### config.mk
export PLATFORM = sky130hd
export DESIGN_NAME = imem_load_ctrl_flat
export DESIGN_NICKNAME = d
export VERILOG_FILES = /design/src/rtl/imem_load_ctrl_if.sv /design/src/rtl/imem_load_ctrl.sv /design/src/flat_wrapper.sv
export SDC_FILE = /design/constraint.sdc
export NUM_CORES = 1
export LEC_CHECK = 0
export CORE_AREA = 2 2 100 102
export DETAILED_ROUTE_END_ITERATION = 10
export DIE_AREA = 0 0 102 104
export GPL_TIMING_DRIVEN = 0
export SLEW_MARGIN = 20
export SYNTH_ARGS = -nofsm -noshare
export SYNTH_HDL_FRONTEND = slang
export SYNTH_SLANG_ARGS = --single-unit
### constraint.sdc
create_clock -name clk -period 3.1 [get_ports clk]
set_input_delay 0.62 -clock clk [delete_from_list [all_inputs] [get_ports clk]]
set_output_delay 0.62 -clock clk [all_outputs]
set_load 0.1 [all_outputs]
### src/rtl/imem_load_ctrl_if.sv
// imem_load_ctrl_if: program-load byte stream in, instruction-memory write port and core control out
interface imem_load_ctrl_if #(parameter int AW = 5);
  logic          start;
  logic [AW:0]   len;
  logic          abort;
  logic          byte_valid;
  logic [7:0]    byte_data;
  logic          byte_ready;
  logic          we;
  logic [AW-1:0] waddr;
  logic [31:0]   wdata;
  logic          cpu_hold;
  logic          done;
  logic          err;
  modport master (
    output start, len, abort, byte_valid, byte_data,
    input  byte_ready, we, waddr, wdata, cpu_hold, done, err
  );
  modport slave (
    input  start, len, abort, byte_valid, byte_data,
    output byte_ready, we, waddr, wdata, cpu_hold, done, err
  );
endinterface

### src/rtl/imem_load_ctrl.sv
// imem_load_ctrl: assembles big-endian words from a byte stream and writes them into instruction memory
module imem_load_ctrl #(
  parameter int DEPTH = 32,
  parameter int AW    = 5
) (
  input logic clk,
  input logic rst,
  imem_load_ctrl_if.slave bus
);
  typedef enum logic [1:0] {IDLE, LOAD, FLUSH, DONE} state_e;
  state_e        state_q, state_d;
  logic [1:0]    bc_q, bc_d;
  logic [23:0]   sh_q, sh_d;
  logic [31:0]   wdata_q, wdata_d;
  logic [AW-1:0] waddr_q, waddr_d;
  logic [AW:0]   len_q, len_d;
  logic          we_q, we_d, err_q, err_d;
  logic          acc, last, len_ok, can_start;
  assign acc       = state_q == LOAD && bus.byte_valid;
  assign len_ok    = bus.len != '0 && bus.len <= (AW+1)'(DEPTH);
  assign can_start = bus.start && (state_q == IDLE || state_q == DONE);
  // waddr only advances while loading, so it still names the word being assembled
  assign last      = {1'b0, waddr_q} == len_q - (AW+1)'(1);
  always_comb begin
    state_d = state_q;
    bc_d    = bc_q;
    sh_d    = sh_q;
    wdata_d = wdata_q;
    waddr_d = waddr_q;
    len_d   = len_q;
    we_d    = 1'b0;
    err_d   = 1'b0;
    if (can_start && len_ok) begin
      len_d   = bus.len;
      bc_d    = '0;
      waddr_d = '0;
      state_d = LOAD;
    end
    err_d = can_start && !len_ok;
    if (state_q == LOAD) begin
      waddr_d = we_q ? waddr_q + AW'(1) : waddr_q;
      if (bus.abort) begin
        state_d = IDLE;
      end else if (acc) begin
        sh_d = {sh_q[15:0], bus.byte_data};
        bc_d = bc_q + 2'd1;
        if (bc_q == 2'd3) begin
          wdata_d = {sh_q, bus.byte_data};
          we_d    = 1'b1;
          state_d = last ? FLUSH : LOAD;
        end
      end
    end
    if (state_q == FLUSH) state_d = DONE;
  end
  always_ff @(posedge clk or posedge rst) begin
    if (rst) begin
      state_q <= IDLE;
      bc_q    <= '0;
      sh_q    <= '0;
      wdata_q <= '0;
      waddr_q <= '0;
      len_q   <= '0;
      we_q    <= 1'b0;
      err_q   <= 1'b0;
    end else begin
      state_q <= state_d;
      bc_q    <= bc_d;
      sh_q    <= sh_d;
      wdata_q <= wdata_d;
      waddr_q <= waddr_d;
      len_q   <= len_d;
      we_q    <= we_d;
      err_q   <= err_d;
    end
  end
  assign bus.byte_ready = state_q == LOAD;
  assign bus.we         = we_q;
  assign bus.waddr      = waddr_q;
  assign bus.wdata      = wdata_q;
  assign bus.cpu_hold   = state_q != DONE;
  assign bus.done       = state_q == DONE;
  assign bus.err        = err_q;
endmodule
### src/flat_wrapper.sv
// flat-port wrapper written by rule: the top's interface ports become plain ports
module imem_load_ctrl_flat 
#(
  parameter int DEPTH = 32,
  parameter int AW    = 5
)
  (clk, rst, bus_start, bus_len, bus_abort, bus_byte_valid, bus_byte_data, bus_byte_ready, bus_we, bus_waddr, bus_wdata, bus_cpu_hold, bus_done, bus_err);
  imem_load_ctrl_if #(.AW(AW)) bus_i ();
  input logic clk;
  input logic rst;
  input wire logic [$bits(bus_i.start)-1:0] bus_start;
  input wire logic [$bits(bus_i.len)-1:0] bus_len;
  input wire logic [$bits(bus_i.abort)-1:0] bus_abort;
  input wire logic [$bits(bus_i.byte_valid)-1:0] bus_byte_valid;
  input wire logic [$bits(bus_i.byte_data)-1:0] bus_byte_data;
  output wire logic [$bits(bus_i.byte_ready)-1:0] bus_byte_ready;
  output wire logic [$bits(bus_i.we)-1:0] bus_we;
  output wire logic [$bits(bus_i.waddr)-1:0] bus_waddr;
  output wire logic [$bits(bus_i.wdata)-1:0] bus_wdata;
  output wire logic [$bits(bus_i.cpu_hold)-1:0] bus_cpu_hold;
  output wire logic [$bits(bus_i.done)-1:0] bus_done;
  output wire logic [$bits(bus_i.err)-1:0] bus_err;
  assign bus_i.start = bus_start;
  assign bus_i.len = bus_len;
  assign bus_i.abort = bus_abort;
  assign bus_i.byte_valid = bus_byte_valid;
  assign bus_i.byte_data = bus_byte_data;
  assign bus_byte_ready = bus_i.byte_ready;
  assign bus_we = bus_i.we;
  assign bus_waddr = bus_i.waddr;
  assign bus_wdata = bus_i.wdata;
  assign bus_cpu_hold = bus_i.cpu_hold;
  assign bus_done = bus_i.done;
  assign bus_err = bus_i.err;
  imem_load_ctrl #(.DEPTH(DEPTH), .AW(AW)) u_core (.clk(clk), .rst(rst), .bus(bus_i));
endmodule
; Word level (Yosys, flattened, before mapping)
; Index checks and enable logic that the tools add are counted.
[word_totals]
register_bits = 73
input_bits = 19
wordCells = 51
[classes]
addsub = 3
order_cmp = 1
n_eq_ne = 7
muxes = 18
bitwise = 1
n_reduce_logical = 13
[ops]
columns = op, n
row1 = two-way mux 2 bit, 11
row2 = two-way mux 5 bit, 3
row3 = equality test 2 bit (second input constant), 3
row4 = equality test 5 x 6 -> 1 bit, 1
row5 = <= comparator 6 bit (second input constant), 1
row6 = nonzero test 6 bit, 1
row7 = subtractor 6 x 1 -> 6 bit (second input constant), 1
row8 = adder 5 x 1 -> 5 bit (second input constant), 1
row9 = logical AND 1 bit, 5
row10 = two-way mux 1 bit, 4
row11 = AND reduction 4 bit, 1
row12 = AND reduction 3 bit, 1
row13 = adder 2 x 1 -> 2 bit (second input constant), 1
row14 = equality test 2 x 1 -> 1 bit (second input constant), 1
row15 = logical NOT 2 bit, 1
row16 = inequality test 2 x 1 -> 1 bit (second input constant), 1
row17 = inequality test 2 bit (second input constant), 1
row18 = AND reduction 2 bit, 1
row19 = nonzero test 2 bit, 1
row20 = logical NOT 1 bit, 1
row21 = logical OR 1 bit, 1
row22 = inverter 1 bit, 1

; Depth between registers and ports, before layout
; Gate-level depths: netlist of the first run.
[logic_depth]
word_depth = 10
mapped_depth = 8
depth_no_buf = 7

; Least setup slack after synthesis of the first run
; No wires, ideal clock.
[synth_path]
path_kind = register to register
start = reg u_core.state_q[1]
end = reg u_core.state_q[0]
setup_time_ns = 0.124
arrival_ns = 2.392
required_ns = 2.976
setup_slack_ns = 0.584
stages_incl_launch_ff = 8
path_cell_list = dfrtp_1 -> inv_1 -> ha_1 -> clkbuf_1 -> and3_1 -> nand3_1 -> a2111o_1 -> a211o_1
[synth_lines]
columns = element, line_no
row1 = "start, declared", imem_load_ctrl.sv:11  ; state_e state_q, state_d;
row2 = "start signal, assigned", imem_load_ctrl.sv:67  ; state_q <= state_d;
row3 = equality test 2 x 1 -> 1 bit *, -
row4 = via bus_byte_ready, flat_wrapper.sv:16  ; output wire logic [$bits(bus_i.byte_ready)-1:0] bus_byte_ready;
row5 = logical AND 1 bit, imem_load_ctrl.sv:19  ; assign acc = state_q == LOAD && bus.byte_valid;
row6 = two-way mux 2 bit, imem_load_ctrl.sv:44  ; end else if (acc) begin
row7 = two-way mux 2 bit, imem_load_ctrl.sv:42  ; if (bus.abort) begin
row8 = two-way mux 2 bit *, imem_load_ctrl.sv:40  ; if (state_q == LOAD) begin
row9 = two-way mux 2 bit *, imem_load_ctrl.sv:54  ; if (state_q == FLUSH) state_d = DONE;
row10 = via u_core.state_d[0], imem_load_ctrl.sv:11
; Mark *: on every way through the listed nets, which the timed path passes. The rest lies on a longest branch.
; A chain may end at the register's enable or synchronous reset.

; Worst setup path in the final report of the first run
[layout_path]
start = reg u_core.state_q[0]
end = out bus_cpu_hold
[layout_between]
elab_chain_cells = 1
[layout_lines]
columns = element, line_no
row1 = inequality test 2 bit, imem_load_ctrl.sv:81  ; assign bus.cpu_hold = state_q != DONE;
row2 = "end, declared", flat_wrapper.sv:20  ; output wire logic [$bits(bus_i.cpu_hold)-1:0] bus_cpu_hold;
; No other way between the ends.

==> summary.md, run 1 <==
| Metric | Value |
|---|---|
| Area grow syn2layout | `31.6%` |
| Global route overflow | `0` |
| Crit-path slowest cell | `clkdlybuf4s50_1` |
| Max-Slew Margin vs Limit | `a little under a third` |
| Cell taking the most area after synthesis | `dfrtp_1` |
| Drt drc | `0` |
| Status | `completed` |
| Largest cells by area after synthesis | `dfrtp_1 (59%), mux2_2 (22%), ha_1 (2.4%)` |
| Worst path top cell family by delay | `buffers and inverters` |
| Hpwl dp | `4270 um` |
| Max clock buf depth | `2` |
| First-pass GRT wire length | `10100 um` |
| Post-Syn Area | `between 3000 and 4000 um2` |
| Final Max Tran Viols | `0` |
| Max Freq | `363 MHz` |
| Final hold vios | `0` |
| DR WL/cell | `14.8 um` |
| Iteration-0 DRC Markers | `53` |
| CP Class | `register to output port` |
| FF/Latch Area | `1830 um2` |
| TritonCTS Buffers | `9` |
| Rows | `36` |
| 1st-pass router iterations | `4` |
| Clock net sink count | `73` |
| Routed wire length | `around 6300 um` |
| Crit path max fanout | `4` |
| Largest net degree at the start of global routing | `41` |
| Worst Tran Pin Value | `just over 1 ns` |
| Post-Syn Nets | `241` |
| CTS clk-pin slew, worst paths | `0.07 ns` |
| Share of layout cells above drive strength 1 | `around 29%` |
| Gp weighted congestion | `0.747` |
| Ys flop type | `dfrtp_1` |
| Hold_buf cts | `0` |
| Vias per cell | `4.58` |
| Cell Chain, Critical Path | `ha_1 -> inv_1 -> clkdlybuf4s50_1` |
| Post-CTS Setup Inserts | `0` |
| Multi-input combinational cell area | `1180 um2` |
| Synthesized netlist cell count | `216` |
| Fin nets | `313` |
| Routed Antenna Nets | `0` |
| Synth top area share | `59.3%` |
| Most common cell in the netlist | `dfrtp_1` |
| N_diodes | `0` |
| Area of placed instances | `between 3000 and 4000 um2` |
| RSZ-0062 raised after global routing | `no` |
| CTS tree | `yes` |
| Data arrival time of the worst path | `2.14 ns` |
| Vias in the first global route | `1970` |
| Critical Path RT | `around 2.5 ns` |
| Root buffer cell | `clkbuf_8` |
| Die X | `between 100 and 150 um` |
| Worst Skew | `between 0.01 and 0.015 ns` |
| Syn Area/Cell | `14.3 um2` |
| Vias | `1948` |
| Commonest cells in the synthesized netlist | `dfrtp_1 (73), mux2_2 (61), inv_1 (8)` |
| H-tree Lvls | `3` |
| Hold/Removal Path Class | `register to register` |
| Sequential area share after synthesis | `59.3%` |
| Crit. End Element | `output port` |
| CP Launch Type | `register` |
| Initial Utilization | `32.3%` |
| Warnings from Yosys | `0` |
| IO buf count | `60` |
| Synthesis-stage register bit count | `73` |
| Final setup fails | `0` |
| Total track usage | `12.6%` |
| Design area | `4060 um2` |
| Max stage delay on crit path | `1.12 ns` |
| Number of synthesized flops with an enable pin | `0` |
| Tcrit/Tclk final | `89.0%` |
| I/O Pins | `61` |
| Die ar. | `10600 um2` |
| WP buf/inv | `2` |
| # fillers | `938` |
| DIE HEIGHT | `104 um` |
| Library cells used by synthesis | `34` |
| Worst-Skew Late Latency | `0.34 ns` |
| Core ar. | `9550 um2` |
| Fin crit period | `2.76 ns` |
| Number of gates resized after CTS | `0` |
| Total of max-cap violations | `0` |
| Ys async rst share | `between 90% and 100%` |
| Initial antenna violation count | `0` |
-- registers in the layout, indices dropped and copies added, names as in the netlist --
signal	count
u_core.bus.waddr	5
u_core.len_q	6
u_core.state_q	2
u_core.bus.wdata	32
u_core.bc_q	2
u_core.bus.we	1
u_core.sh_q	24
u_core.bus.err	1
-- cells in the final DEF, fill, tap and decap left out, types with 2 or more instances in the layout --
cell and count:
dfrtp_1 73, mux2_2 61, clkdlybuf4s50_1 60, clkbuf_8 9, nand2_1 7, inv_1 7, ha_1 6, clkbuf_1 5
mux2_1 4, nand3_1 4, a21oi_1 4, xor2_1 4, o21ai_0 4, nand4_1 3, xnor2_1 3, nand3b_1 2
buf_2 2, buf_1 2, nor3b_1 2, a21o_1 2, mux2i_1 2, nand2b_1 2, nor2_1 2, nor3_1 2
o21ai_1 2, clkinv_2 2
-- worst register-to-register path, cell delays in order, from the launching register on --
cell and delay, ns:
dfrtp_1 0.41, ha_1 0.24, clkbuf_1 0.17, nand3b_1 0.12, buf_2 0.28, buf_1 0.56
mux2_2 0.41
-- final timing paths --
path                                        end  depth (start not counted)  slack, ns               from
min in group asynchronous       u_core.len_q[1]                          2       0.65                rst
min                        u_core.bus.wdata[27]                          1       0.51    u_core.sh_q[19]
max in group asynchronous       u_core.sh_q[17]                          3       1.89                rst
min reg2reg                u_core.bus.wdata[27]                          1       0.51    u_core.sh_q[19]
max                                bus_cpu_hold                          3       0.34  u_core.state_q[0]
max reg2reg                      u_core.sh_q[5]                          6       0.81  u_core.state_q[0]
-- cell families after synthesis --
kind of cell    after synthesis  share of synthesized area, %
flops                        73                          59.3
mux                          67                          24.4
simple gates                 29                          5.97
xor+xnor                      7                          1.99
fa+ha+maj                     6                          2.44
buf+inv                      17                          2.39
compound gates               17                          3.57
-- per-stage QoR --
stage	setup WS (ns)	setup TNS (ns)	instances	hold slack [ns]	util (%)
after global routing	0.252	0	425	0.522	42.5
after detailed placement	0.336	0	410	0.492	40.6
after floorplan	0.584	0	216	0.467	-
after CTS	0.304	0	425	0.508	42.5
final	0.342	0	425	0.505	42.5
after global placement	-0.715	-51.91	409	0.484	40.3
-- metal layers --
layer	up-vias	share of wire, %	routed length (um)	track usage [%]
li1	917	-	-	-
met1	976	44	2750	15.1
met2	53	49	3090	19.9
met3	2	6.9	435	6.65
met4	0	0.27	17	2.76
met5	-	0	0	0
-- final cells by class --
class                      instances  area share (%)
buffer                             9            1.08
timing repair buffer              61            15.3
tap                              133            4.10
inverter                           8           0.802
multi-input combinational        126            29.1
clock inverter                     5            1.39
clock buffer                      10            3.15
sequential                        73            45.0
Power of run 1 is not shown: default switching activity piles up to over one toggle a cycle in this logic, so the estimate is an artifact.
==> inputs of run 2 (changes only) <==
--- a/config.mk
+++ b/config.mk
@@ -5,10 +5,12 @@
 export SDC_FILE = /design/constraint.sdc
 export NUM_CORES = 1
 export LEC_CHECK = 0
-export CORE_AREA = 2 2 100 102
+export CORE_AREA = 2 2 81 83
 export DETAILED_ROUTE_END_ITERATION = 10
-export DIE_AREA = 0 0 102 104
+export DIE_AREA = 0 0 83 85
 export GPL_TIMING_DRIVEN = 0
+export PLACE_DENSITY = 0.78
+export RECOVER_POWER = 100
 export SLEW_MARGIN = 20
 export SYNTH_ARGS = -nofsm -noshare
 export SYNTH_HDL_FRONTEND = slang
==> constraint.sdc (replaced) <==
create_clock -name clk -period 3.1 [get_ports clk]
set_input_delay 0.62 -clock clk [delete_from_list [all_inputs] [get_ports clk]]
set_output_delay 0.62 -clock clk [all_outputs]
set_load 0.005 [all_outputs]
==> summary.md, run 2 (synthesis gave the netlist of run 1 again) <==
| Metric | Value |
|---|---|
| CP Launch Type | `input port` |
| Data arrival time of the worst path | `2.87 ns` |
| Total track usage | `between 10% and 20%` |
| Area grow syn2layout | `29.4%` |
| CTS tree | `yes` |
| Die ar. | `around 7100 um2` |
| Hpwl dp | `about 4100 um` |
| Initial Utilization | `49.7%` |
| Power per cell area | `~860 nW/um2` |
| Max clock buf depth | `2` |
| Vias per cell | `5.26` |
| DIE HEIGHT | `85 um` |
| Routed wire length | `5970 um` |
| Reg-to-reg slack, setup | `0.65 ns` |
| FF/Latch Area | `1830 um2` |
| Tcrit/Tclk final | `85.5%` |
| Global route overflow | `0` |
| TritonCTS Buffers | `9` |
| Post-CTS Setup Inserts | `0` |
| Status | `completed` |
| Multi-input combinational cell area | `1150 um2` |
| Gp weighted congestion | `0.692` |
| Core ar. | `6200 um2` |
| Flip-flop count of the largest register after layout | `32` |
| Finished Core Util | `64.3%` |
| Max Freq | `377 MHz` |
| Iteration-0 DRC Markers | `79` |
| Commonest cells after routing, fill and taps aside | `dfrtp_1 (73), mux2_2 (61), dlygate4sd3_1 (43), clkdlybuf4s50_1 (17), clkbuf_8 (9)` |
| GR Util met1 | `24.5%` |
| Pre-CTS setup slack | `0.337 ns` |
| Worst path top cell family by delay | `simple AND/OR/NAND/NOR gates` |
| WP buf/inv | `2` |
| Hold_buf cts | `0` |
| Die X | `83 um` |
| Leak | `1.96 nW` |
| Max-Slew Margin vs Limit | `about a quarter` |
| 1st-pass router iterations | `4` |
| Vias | `about 1900` |
| H-tree Lvls | `3` |
| Initial antenna violation count | `0` |
| Most Crowded Layer GR | `met2` |
| Critical Path RT | `between 3 and 4 ns` |
| Most common cell after layout, fill and taps aside | `dfrtp_1` |
| Final hold vios | `0` |
| Final Max Tran Viols | `0` |
| Placed cells | `354` |
| Grt met3 use | `6.13%` |
| Rows | `29` |
| IO buf count | `60` |
| Worst Tran Pin Value | `1.11 ns` |
| Setup slack after layout | `0.448 ns` |
| I/O Pins | `61` |
| Clock net sink count | `73` |
| Crit-path slowest cell | `or4_1` |
| Hold/Removal Path Class | `register to register` |
| Crit. End Element | `register` |
| Share of layout cells above drive strength 1 | `27.3%` |
| Total of max-cap violations | `0` |
| CTS clk-pin slew, worst paths | `~0.070 ns` |
| Crit path max fanout | `10` |
| Final Non-Filler Cells | `370` |
| Fin crit period | `between 2 and 3 ns` |
| Peak VDD IR | `0.000509 V` |
| Largest net degree at the start of global routing | `53` |
| Cell Chain, Critical Path | `clkdlybuf4s50_1 -> or4_1 -> o21ai_0 -> nand4_1 -> buf_6 -> mux2_1` |
| CP Class | `input port to register` |
| Routed Antenna Nets | `0` |
| DR WL/cell | `16.1 um` |
| Worst Skew | `0.00788 ns` |
| Area of placed instances | `roughly 3800 um2` |
| Number of gates resized after CTS | `0` |
| Max stage delay on crit path | `0.57 ns` |
| Met2 Use GR | `a little under a third` |
| Root buffer cell | `clkbuf_8` |
| Total Power | `3.44 mW` |
| Final setup fails | `0` |
| Drt drc | `0` |
| N_diodes | `0` |
| RSZ-0062 raised after global routing | `no` |
| Vias in the first global route | `2060` |
| Fin nets | `~310` |
| Design area | `3990 um2` |
| Worst-Skew Late Latency | `roughly 0.34 ns` |
| # fillers | `476` |
| First-pass GRT wire length | `approximately 10000 um` |
run 2: changes by cell type in the layout (fill, tap and decap cells not counted), moves of 2 or more:
cell and delta:
clkbuf_1 +3, clkdlybuf4s50_1 -43, dlygate4sd3_1 +43, buf_1 -2
run 2: final cells by class:
type	instances	area share, %
Sequential cell	73	45.8
Multi-Input combinational cell	126	28.9
Timing Repair Buffer	61	15.7
Clock buffer	10	3.20
Tap cell	77	2.41
Clock inverter	6	2.07
Buffer	9	1.07
Inverter	8	0.784
run 2: per-stage QoR:
step / setup TNS [ns] / hold WS [ns]
final: 0 / 0.500
after global routing: 0 / 0.521
after CTS: 0 / 0.509
after detailed placement: 0 / 0.490
after global placement: -40.96 / 0.485
after floorplan: 0 / 0.467
run 2: power breakdown:
part	switching, mW	total (mW)	internal (mW)
combinational	0.403	1.07	0.668
sequential	0.253	1.58	1.33
clock	0.341	0.790	0.449
run 2: worst reg2reg max path, delay by kind of cell, from the launching register on:
family / cells / cell delay [ns]
fa+ha+maj: 1 / 0.19
mux: 1 / 0.41
buf+inv: 4 / 1.24
flops: 1 / 0.40
simple gates: 1 / 0.11
run 2: worst paths after layout:
kind	depth (start not counted)	to	startpoint
max in group asynchronous	3	u_core.sh_q[14]	rst
min reg2reg	1	u_core.bus.wdata[16]	u_core.bus.wdata[16]
max reg2reg	7	u_core.sh_q[4]	u_core.state_q[1]
min	1	u_core.bus.wdata[16]	u_core.bus.wdata[16]
min in group asynchronous	2	u_core.bus.err	rst
max	6	u_core.len_q[0]	bus_len[3]
run 2: metal layers:
layer | up-vias | part of all wire [%]
met1 | 970 | 45
met3 | 8 | 5.1
li1 | 919 | -
met2 | 48 | 48
met5 | - | 0
met4 | 0 | 1.5
No activity file was read; power rests on OpenSTA's default activity.
==> inputs of run 3 (changes only) <==
--- a/config.mk
+++ b/config.mk
@@ -5,11 +5,13 @@
 export SDC_FILE = /design/constraint.sdc
 export NUM_CORES = 1
 export LEC_CHECK = 0
-export CORE_AREA = 2 2 81 83
+export CORE_AREA = 2 2 80 82
+export CTS_BUF_LIST = sky130_fd_sc_hd__clkbuf_2 sky130_fd_sc_hd__clkbuf_4 sky130_fd_sc_hd__clkbuf_8
 export DETAILED_ROUTE_END_ITERATION = 10
-export DIE_AREA = 0 0 83 85
+export DIE_AREA = 0 0 82 84
 export GPL_TIMING_DRIVEN = 0
-export PLACE_DENSITY = 0.78
+export MAX_ROUTING_LAYER = met4
+export PLACE_DENSITY = 0.79
 export RECOVER_POWER = 100
 export SLEW_MARGIN = 20
 export SYNTH_ARGS = -nofsm -noshare
==> summary.md, run 3 (synthesis gave the netlist of run 1 again) <==
| Metric | Value |
|---|---|
| Worst Tran Pin Value | `1.25 ns` |
| Area grow syn2layout | `30.3%` |
| Final hold vios | `0` |
| 1st-pass router iterations | `4` |
| Max Freq | `370 MHz` |
| Drt drc | `0` |
| DR WL/cell | `roughly 16 um` |
| Clock net sink count | `73` |
| Post-CTS Setup Inserts | `0` |
| Setup slack after layout | `about 0.4 ns` |
| First-pass GRT wire length | `9760 um` |
| Max-Slew Margin vs Limit | `16.3%` |
| Worst-Skew Late Latency | `around 0.33 ns` |
| Core ar. | `6100 um2` |
| Number of gates resized after CTS | `0` |
| Flip-flop count of the largest register after layout | `32` |
| Hpwl dp | `between 3000 and 4000 um` |
| Die ar. | `6890 um2` |
| CP Launch Type | `input port` |
| Pre-CTS setup slack | `roughly 0.36 ns` |
| Peak VDD IR | `~0.00045 V` |
| N_diodes | `0` |
| CP Class | `input port to register` |
| Total Power | `approximately 3.5 mW` |
| Power per cell area | `861 nW/um2` |
| Crit path max fanout | `10` |
| Gp weighted congestion | `0.741` |
| I/O Pins | `61` |
| Fin crit period | `around 2.7 ns` |
| Crit. End Element | `register` |
| Total of max-cap violations | `0` |
| Routed Antenna Nets | `0` |
| CTS tree | `yes` |
| Largest net degree at the start of global routing | `49` |
| DIE HEIGHT | `84 um` |
| Fin nets | `approximately 310` |
| Leak | `between 1.5 and 2 nW` |
| Data arrival time of the worst path | `2.91 ns` |
| Rows | `29` |
| Critical Path RT | `about 3.3 ns` |
| Vias per cell | `~5.2` |
| H-tree Lvls | `3` |
| Hold/Removal Path Class | `register to register` |
| IO buf count | `60` |
| Most common cell after layout, fill and taps aside | `dfrtp_1` |
| Max clock buf depth | `2` |
| Final setup fails | `0` |
| Worst Skew | `0.00611 ns` |
| TritonCTS Buffers | `9` |
| Commonest cells after routing, fill and taps aside | `dfrtp_1 (73), mux2_2 (60), dlygate4sd3_1 (44), clkdlybuf4s50_1 (16), clkbuf_8 (10)` |
| Tcrit/Tclk final | `87.1%` |
| Die X | `just over 80 um` |
| Vias | `1925` |
| Total track usage | `around 19%` |
| RSZ-0062 raised after global routing | `no` |
| Iteration-0 DRC Markers | `94` |
| Vias in the first global route | `around 2100` |
| # fillers | `458` |
| Root buffer cell | `clkbuf_8` |
| Share of layout cells above drive strength 1 | `28.0%` |
| Global route overflow | `0` |
| Final Max Tran Viols | `0` |
| Initial Utilization | `50.6%` |
| Initial antenna violation count | `0` |
| Status | `completed` |
| Hold_buf cts | `0` |
| Routed wire length | `5810 um` |
| CTS clk-pin slew, worst paths | `0.08 ns` |
-- run 3: cell type report --
class | count | area [um2] | share of cell area (%)
Timing Repair Buffer | 61 | 628 | 15.6
Sequential cell | 73 | 1830 | 45.5
Inverter | 8 | 31.3 | 0.779
Multi-Input combinational cell | 126 | 1160 | 29.0
Tap cell | 77 | 96.3 | 2.40
Clock buffer | 10 | 138 | 3.43
Buffer | 9 | 42.5 | 1.06
Clock inverter | 6 | 90.1 | 2.24
-- run 3: stage by stage --
step | util [%] | std cells | setup TNS (ns) | instance area, um2 | hold WS (ns)
6_report | 65.9 | 370 | 0 | 4020 | 0.503
5_1_grt | 65.9 | 370 | 0 | 4020 | 0.513
4_1_cts | 66.2 | 370 | 0 | 4040 | 0.511
3_5_place_dp | 62.5 | 354 | 0 | 3810 | 0.491
3_3_place_gp | 62.0 | 353 | -39.40 | 3780 | 0.485
2_1_floorplan | - | 216 | 0 | 3080 | 0.467
-- run 3: worst max-delay path: stages --
cell	delay (ns)
dlygate4sd3_1	0.54
or4_1	0.58
or3_4	0.36
nand4_1	0.28
buf_6	0.21
mux2_1	0.32
-- run 3: worst paths after layout --
check                                  endpoint  cells past startpoint  slack [ns]                  from
hold / removal             u_core.bus.wdata[29]                      1        0.50  u_core.bus.wdata[29]
hold reg to reg            u_core.bus.wdata[29]                      1        0.50  u_core.bus.wdata[29]
setup / recovery                u_core.len_q[5]                      6        0.40            bus_len[3]
max in group asynchronous  u_core.bus.wdata[22]                      3        1.36                   rst
setup reg to reg                 u_core.sh_q[2]                      7        0.67     u_core.state_q[1]
min in group asynchronous   u_core.bus.waddr[3]                      2        1.01                   rst
-- run 3: routing by layer --
layer / wire length [um] / track usage [%] / part of all wire, % / vias up
met5: 0 / - / 0 / -
met4: 47 / 6.36 / 0.81 / 0
met3: 246 / 5.84 / 4.2 / 4
met2: 2990 / 30.1 / 52 / 37
met1: 2520 / 24.1 / 43 / 973
li1: - / - / - / 911
-- run 3: power by group --
part / leakage, nW / switching (mW) / internal, mW
logic: 0.913 / 0.396 / 0.664
clock network: 0.113 / 0.345 / 0.478
registers: 0.942 / 0.250 / 1.33
total: 1.97 / 0.990 / 2.47
